File: src/rtl/hilo_div_ctrl.sv
// rtl/hilo_div_ctrl.sv - EX-stage DIV/DIVU controller and HI/LO register owner (optional HILO_BYPASS_EN forwards WB writes to hi_o/lo_o)
module hilo_div_ctrl #(
  parameter int TIMEOUT_CYCLES = 64,
  parameter int CNT_W          = 7
) (
  input  logic        clk,
  input  logic        rst,
  input  logic        ex_div_i,
  input  logic        ex_signed_i,
  input  logic [31:0] ex_rs_i,
  input  logic [31:0] ex_rt_i,
  input  logic        flush_i,
  output logic        stall_req_o,
  output logic        div_start_o,
  output logic        div_annul_o,
  output logic        div_signed_o,
  output logic [31:0] div_op1_o,
  output logic [31:0] div_op2_o,
  input  logic [63:0] div_result_i,
  input  logic        div_ready_i,
  input  logic        wb_hi_we_i,
  input  logic        wb_lo_we_i,
  input  logic [31:0] wb_hi_i,
  input  logic [31:0] wb_lo_i,
  output logic [31:0] hi_o,
  output logic [31:0] lo_o,
  output logic        div_timeout_o
);

  typedef enum logic [1:0] {
    ST_IDLE = 2'd0,
    ST_WAIT = 2'd1,
    ST_DONE = 2'd2
  } state_t;

  localparam logic [CNT_W-1:0] CNT_LAST = CNT_W'(TIMEOUT_CYCLES - 1);
  localparam logic [CNT_W-1:0] CNT_ONE  = CNT_W'(1);

  state_t            state_q, state_d;
  logic [CNT_W-1:0]  cnt_q, cnt_d;
  logic              start_q, start_d;
  logic              annul_q, annul_d;
  logic              timeout_q, timeout_d;
  logic              signed_q, signed_d;
  logic [31:0]       op1_q, op1_d;
  logic [31:0]       op2_q, op2_d;
  logic [31:0]       hi_q, hi_d;
  logic [31:0]       lo_q, lo_d;
  logic              commit;

  // State and divider-interface registers; async reset drops start without an annul.
  always_ff @(posedge clk or posedge rst) begin
    if (rst) begin
      state_q   <= ST_IDLE;
      cnt_q     <= '0;
      start_q   <= 1'b0;
      annul_q   <= 1'b0;
      timeout_q <= 1'b0;
      signed_q  <= 1'b0;
      op1_q     <= '0;
      op2_q     <= '0;
    end else begin
      state_q   <= state_d;
      cnt_q     <= cnt_d;
      start_q   <= start_d;
      annul_q   <= annul_d;
      timeout_q <= timeout_d;
      signed_q  <= signed_d;
      op1_q     <= op1_d;
      op2_q     <= op2_d;
    end
  end

  // Next-state, divider handshake and stall; flush beats ready beats timeout in WAIT.
  always_comb begin
    state_d     = state_q;
    cnt_d       = cnt_q;
    start_d     = start_q;
    annul_d     = 1'b0;
    timeout_d   = 1'b0;
    signed_d    = signed_q;
    op1_d       = op1_q;
    op2_d       = op2_q;
    stall_req_o = 1'b0;
    commit      = 1'b0;
    case (state_q)
      ST_IDLE: begin
        if (ex_div_i && !flush_i) begin
          stall_req_o = 1'b1;
          signed_d    = ex_signed_i;
          op1_d       = ex_rs_i;
          op2_d       = ex_rt_i;
          start_d     = 1'b1;
          cnt_d       = '0;
          state_d     = ST_WAIT;
        end
      end
      ST_WAIT: begin
        stall_req_o = !flush_i;
        cnt_d       = cnt_q + CNT_ONE;
        if (flush_i) begin
          start_d = 1'b0;
          annul_d = 1'b1;
          state_d = ST_IDLE;
        end else if (div_ready_i) begin
          commit  = 1'b1;
          start_d = 1'b0;
          state_d = ST_DONE;
        end else if (cnt_q == CNT_LAST) begin
          start_d   = 1'b0;
          annul_d   = 1'b1;
          timeout_d = 1'b1;
          state_d   = ST_DONE;
        end
      end
      ST_DONE: begin
        // One unstalled cycle lets EX advance and guarantees start is low between divides.
        state_d = ST_IDLE;
      end
      default: begin
        start_d = 1'b0;
        state_d = ST_IDLE;
      end
    endcase
  end

  // HI/LO update: WB writes are per-register, a divide commit overrides both.
  always_comb begin
    hi_d = hi_q;
    lo_d = lo_q;
    if (wb_hi_we_i) hi_d = wb_hi_i;
    if (wb_lo_we_i) lo_d = wb_lo_i;
    if (commit) begin
      hi_d = div_result_i[63:32];
      lo_d = div_result_i[31:0];
    end
  end

  // Architectural HI/LO registers.
  always_ff @(posedge clk or posedge rst) begin
    if (rst) begin
      hi_q <= '0;
      lo_q <= '0;
    end else begin
      hi_q <= hi_d;
      lo_q <= lo_d;
    end
  end

  assign div_start_o   = start_q;
  assign div_annul_o   = annul_q;
  assign div_timeout_o = timeout_q;
  assign div_signed_o  = signed_q;
  assign div_op1_o     = op1_q;
  assign div_op2_o     = op2_q;

`ifdef HILO_BYPASS_EN
  // Forward a WB write straight to the readers so MFHI/MFLO in EX sees it this cycle.
  assign hi_o = wb_hi_we_i ? wb_hi_i : hi_q;
  assign lo_o = wb_lo_we_i ? wb_lo_i : lo_q;
`else
  assign hi_o = hi_q;
  assign lo_o = lo_q;
`endif

endmodule

File: config.mk
export PLATFORM = sky130hd
export DESIGN_NAME = hilo_div_ctrl
export DESIGN_NICKNAME = d
export VERILOG_FILES = /design/src/rtl/hilo_div_ctrl.sv
export SDC_FILE = /design/constraint.sdc
export NUM_CORES = 1
export LEC_CHECK = 0
export BUFFER_PORTS_ARGS = -buffer_cell sky130_fd_sc_hd__buf_2
export CAP_MARGIN = 20
export CORE_AREA = 3 3 127 129
export DETAILED_ROUTE_END_ITERATION = 6
export DIE_AREA = 0 0 130 132
export PLACE_DENSITY = 0.72
export SLEW_MARGIN = 20
export SYNTH_ARGS = -nofsm -noshare
export SYNTH_HDL_FRONTEND = slang
export SYNTH_SLANG_ARGS = --single-unit
File: constraint.sdc
create_clock -name clk -period 7.7 [get_ports clk]
set_input_delay 0.77 -clock clk [delete_from_list [all_inputs] [get_ports clk]]
set_output_delay 0.77 -clock clk [all_outputs]
set_load 0.02 [all_outputs]
Word-level counts from Yosys, hierarchy flattened
Cells that the tools add are included.
{"block": "totals", "reg_bits": 141, "input_bits": 200}
{"block": "op_classes", "bitwise_logic": 1, "eq_ne": 5, "reduce_logical": 10, "addsub": 1, "muxes": 27}
{"cell": "two-way mux 32 bit", "count": 4}
{"cell": "two-way mux 1 bit", "count": 14}
{"cell": "case mux 7 bit (2 select lines)", "count": 1}
{"cell": "two-way mux 2 bit", "count": 4}
{"cell": "adder 7 x 1 -> 7 bit, second input constant", "count": 1}
{"cell": "equality test 7 x 6 -> 1 bit, second input constant", "count": 1}
{"cell": "two-way mux 7 bit", "count": 1}
{"cell": "AND reduction 2 bit", "count": 3}
{"cell": "nonzero test 2 bit", "count": 3}
{"cell": "inequality test 4 bit, second input constant", "count": 1}
{"cell": "case mux 2 bit (2 select lines)", "count": 1}
{"cell": "case mux 1 bit (3 select lines)", "count": 1}
{"cell": "AND reduction 3 bit", "count": 1}
{"cell": "equality test 2 x 1 -> 1 bit, second input constant", "count": 1}
{"cell": "equality test 2 bit, second input constant", "count": 1}
{"cell": "logical NOT 2 bit", "count": 1}
{"cell": "inequality test 2 bit, second input constant", "count": 1}
{"cell": "case mux 1 bit (2 select lines)", "count": 1}
{"cell": "logical AND 1 bit", "count": 1}
{"cell": "logical NOT 1 bit", "count": 1}
{"cell": "inverter 1 bit", "count": 1}

Depth between registers and ports, before layout
{"block": "depth", "word_depth": 5, "ltp_mapped": 6, "mapped_depth_nobuf": 4}

Worst setup path after synthesis
Ideal clock, no wire load.
{"block": "synth_timing", "path_type": "input to output", "start": "input port flush_i", "end": "output port stall_req_o", "stages": 4, "arrival_ns": 1.739, "setup_slack_ns": 5.191, "path_buffers": 2, "cell_sequence": "or4b_4 buf_6 buf_6 nand2_1"}
{"block": "synth_between", "elab_chain_cells": 4}
{"element": "start: declaration", "line": "12", "rtl": "input logic flush_i,"}
{"element": "logical NOT 1 bit *", "line": "88, 99"}
{"element": "logical AND 1 bit", "line": "88", "rtl": "if (ex_div_i && !flush_i) begin"}
{"element": "two-way mux 1 bit", "line": "88"}
{"element": "case mux 1 bit (2 select lines) *", "line": "86", "rtl": "case (state_q)"}
{"element": "end: declaration", "line": "13", "rtl": "output logic stall_req_o,"}
Mark *: on every way between the ends. The rest lies on a longest branch, timed or not.

Final worst setup path
Ends and elaborated chain as after synthesis.

==> summary.txt <==
status = completed
# DRC = 0
Net Sw Frac = 30.3%
Crit Path Category = input port to output port
leading area contributor after synthesis = dfrtp_1
Seq pwr share = 40.8%
initial antenna violation count = 1
crit-path max FO = 74
Fin. Hold Viols = 0
Clk pwr share = 37.5%
Pint = 1600 uW
DP Worst Slack = 4.76 ns
Mapped Area = 6000 sq um
Die X = 130 microns
Synth Warn # = 0
die area = 17200 sq um
IO Port Bufs = 332
CTS buffer count = 17
top cells by area, synth = dfrtp_1 (59%), nand2_1 (17%), mux2i_1 (11%)
Max Freq = 341 MHz
met3 WL = 1.69 mm
hold crit path type = input port to async pin
met2 wire length = 8.62 mm
TritonCTS clock tree = done
cell count after placement = 1099
CTS resizes = 0
first-pass GRT wire length = 27.1 mm
share of layout cells above drive strength 1 = 39.6%
area delta synth->final = 39.0%
Lkg Pwr = 0.00455 uW
most common cell in the netlist = nand2_1
CTS Hold Bufs = 0
n_diodes = 0
Root Driver = clkbuf_16
Post-Route M1 WL = 7.04 mm
Layout Nets = 1131
Antenna Nets Post-Route = 0
Die Span Y = 132 microns
syn avg cell area = 9.77 sq um
Post-Syn Nets = 815
fin worst setup slack = 4.77 ns
max layer used = met5
Worst-path clk slew = 0.06 ns
Final Setup Violations = 0
initial DRC count = 278
Max Slew Vio Count = 0
fin crit period = 2.93 ns
NetSw = 694 uW
routed len/inst = 15.6 microns
CP required = 6.93 ns
RSZ-0062 raised after global routing = false
Starting Density = 39.6%
Total GRT Usage = 20.2%
Core Rows = 45
Post-synth top cells = nand2_1 (269), dfrtp_1 (141), o21ai_0 (65), mux2i_1 (64), buf_2 (17)
sinks on the clock net = 141
Slew headroom = 35.6%
share of async-settable or async-resettable flops after synthesis = 100%
part of the Yosys area used for sequential elements = 58.8%
top-level I/O count = 333
vias in the first global route = 5180
TNS Setup = 0 ns
Unique masters post-synth = 32
maximum vdd drop = 0.000158 V
Startpoint Class = input port
number of synthesized flops with an enable pin = 0
Comb power frac = 21.7%
DR vias = 5370
Max Cap Viol = 0
clock skew = 0.00620 ns
DRT Wirelength = 17.6 mm
Worst R2R Path Depth = 3
pwr dens = 275 nW/um^2
worst skew pair latency = 0.41 ns
Least-Margin Pin Slew = 0.966 ns
1st-pass router iterations = 6
Primary FF master, synth = dfrtp_1
DR vias/cell = 4.75
CTS H-tree lvls = 4
synthesized instance count = 614
Overflow after GRT = 0
synthesis-stage register bit count = 141
share of the synthesized area in the top cell type = 58.8%
Clock Path Buffers = 2
core area = 15100 sq um
largest net degree at the start of global routing = 129
CP arrival = 2.16 ns
RePlAce Congestion = 0.795
DP Wirelength = 12.9 mm
Final Cycle Share = 38.1%
fin cells = 1131
CP Capture Type = output port
Setup Buffers After CTS = 0
-- placed cells by master, fill, tap and decap left out, types with 3 or more instances in the layout --
cell       count
a21oi_1        3
clkbuf_8       5
clkbuf_16     17
nand3_1        6
o21ai_0       65
dfrtp_1      141
buf_2        332
nand2_1      269
bufinv_16      3
mux2i_1       64
-- state kept, by name (all words and copies together) (netlist names) --
signal	cells
cnt_q	7
div_annul_o	1
div_op1_o	32
div_op2_o	32
div_signed_o	1
div_start_o	1
div_timeout_o	1
hi_o	32
lo_o	32
state_q	2
-- kinds of logic after synthesis --
kind of cell | share of synthesized area, %
adders and majority gates | 0.209
DFF | 58.8
buffers and inverters | 4.11
AOI/OAI and AO/OA | 7.07
and+or+nand+nor | 18.9
muxes | 10.9
-- worst paths after layout --
| check | slack, ns | end | from |
|---|---|---|---|
| max | 4.77 | stall_req_o | flush_i |
| min | 0.42 | hi_o[26]$_DFFE_PP0P_ | rst |
| max reg2reg | 5.69 | cnt_q[3]$_DFFE_PP0P_ | state_q[1]$_DFFE_PP0P_ |
| min reg2reg | 0.46 | div_op2_o[14]$_DFFE_PP0P_ | div_op2_o[14]$_DFFE_PP0P_ |
| max in group asynchronous | 6.17 | div_op1_o[4]$_DFFE_PP0P_ | rst |
| min in group clk | 0.46 | div_op2_o[14]$_DFFE_PP0P_ | div_op2_o[14]$_DFFE_PP0P_ |
-- stage by stage --
step | area, sq um | total power (uW) | hold WS [ns] | util (%)
detailed placement | 7690 | 1450 | 0.457 | 50.8
global placement | 7690 | 1440 | 0.453 | 50.8
global route | 8330 | 2420 | 0.450 | 55.0
finish | 8330 | 2290 | 0.416 | 55.0
CTS | 8330 | 2310 | 0.432 | 55.0
floorplan | 6000 | 1230 | 0.475 | -
-- power groups by stage --
stage	clock network, uW	registers, uW	logic (uW)
6_report	859	933	497
5_1_grt	918	949	548
4_1_cts	876	933	505
3_5_place_dp	0	941	506
3_3_place_gp	0	941	496
2_1_floorplan	0	1080	157
-- final cells by class --
type	count	area [sq um]
clock buffers	23	498
repair buffers	335	1690
inverters	3	16.3
multi-input cells	432	2230
clock inverters	9	133
fillers	1345	6810
flip-flops and latches	141	3530
well taps	188	235
-- worst max-delay path, stage by stage --
cell and delay, ns:
buf_2 0.13, or4b_4 0.89, nand2_1 0.18, buf_2 0.18
-- routing by layer --
layer / up-vias / track usage (%)
met1: 2470 / 24.4
met5: - / 0
met3: 17 / 7.70
met4: 2 / 6.47
li1: 2655 / -
met2: 226 / 33.2
Note: power is estimated with default switching activity, not from simulation.
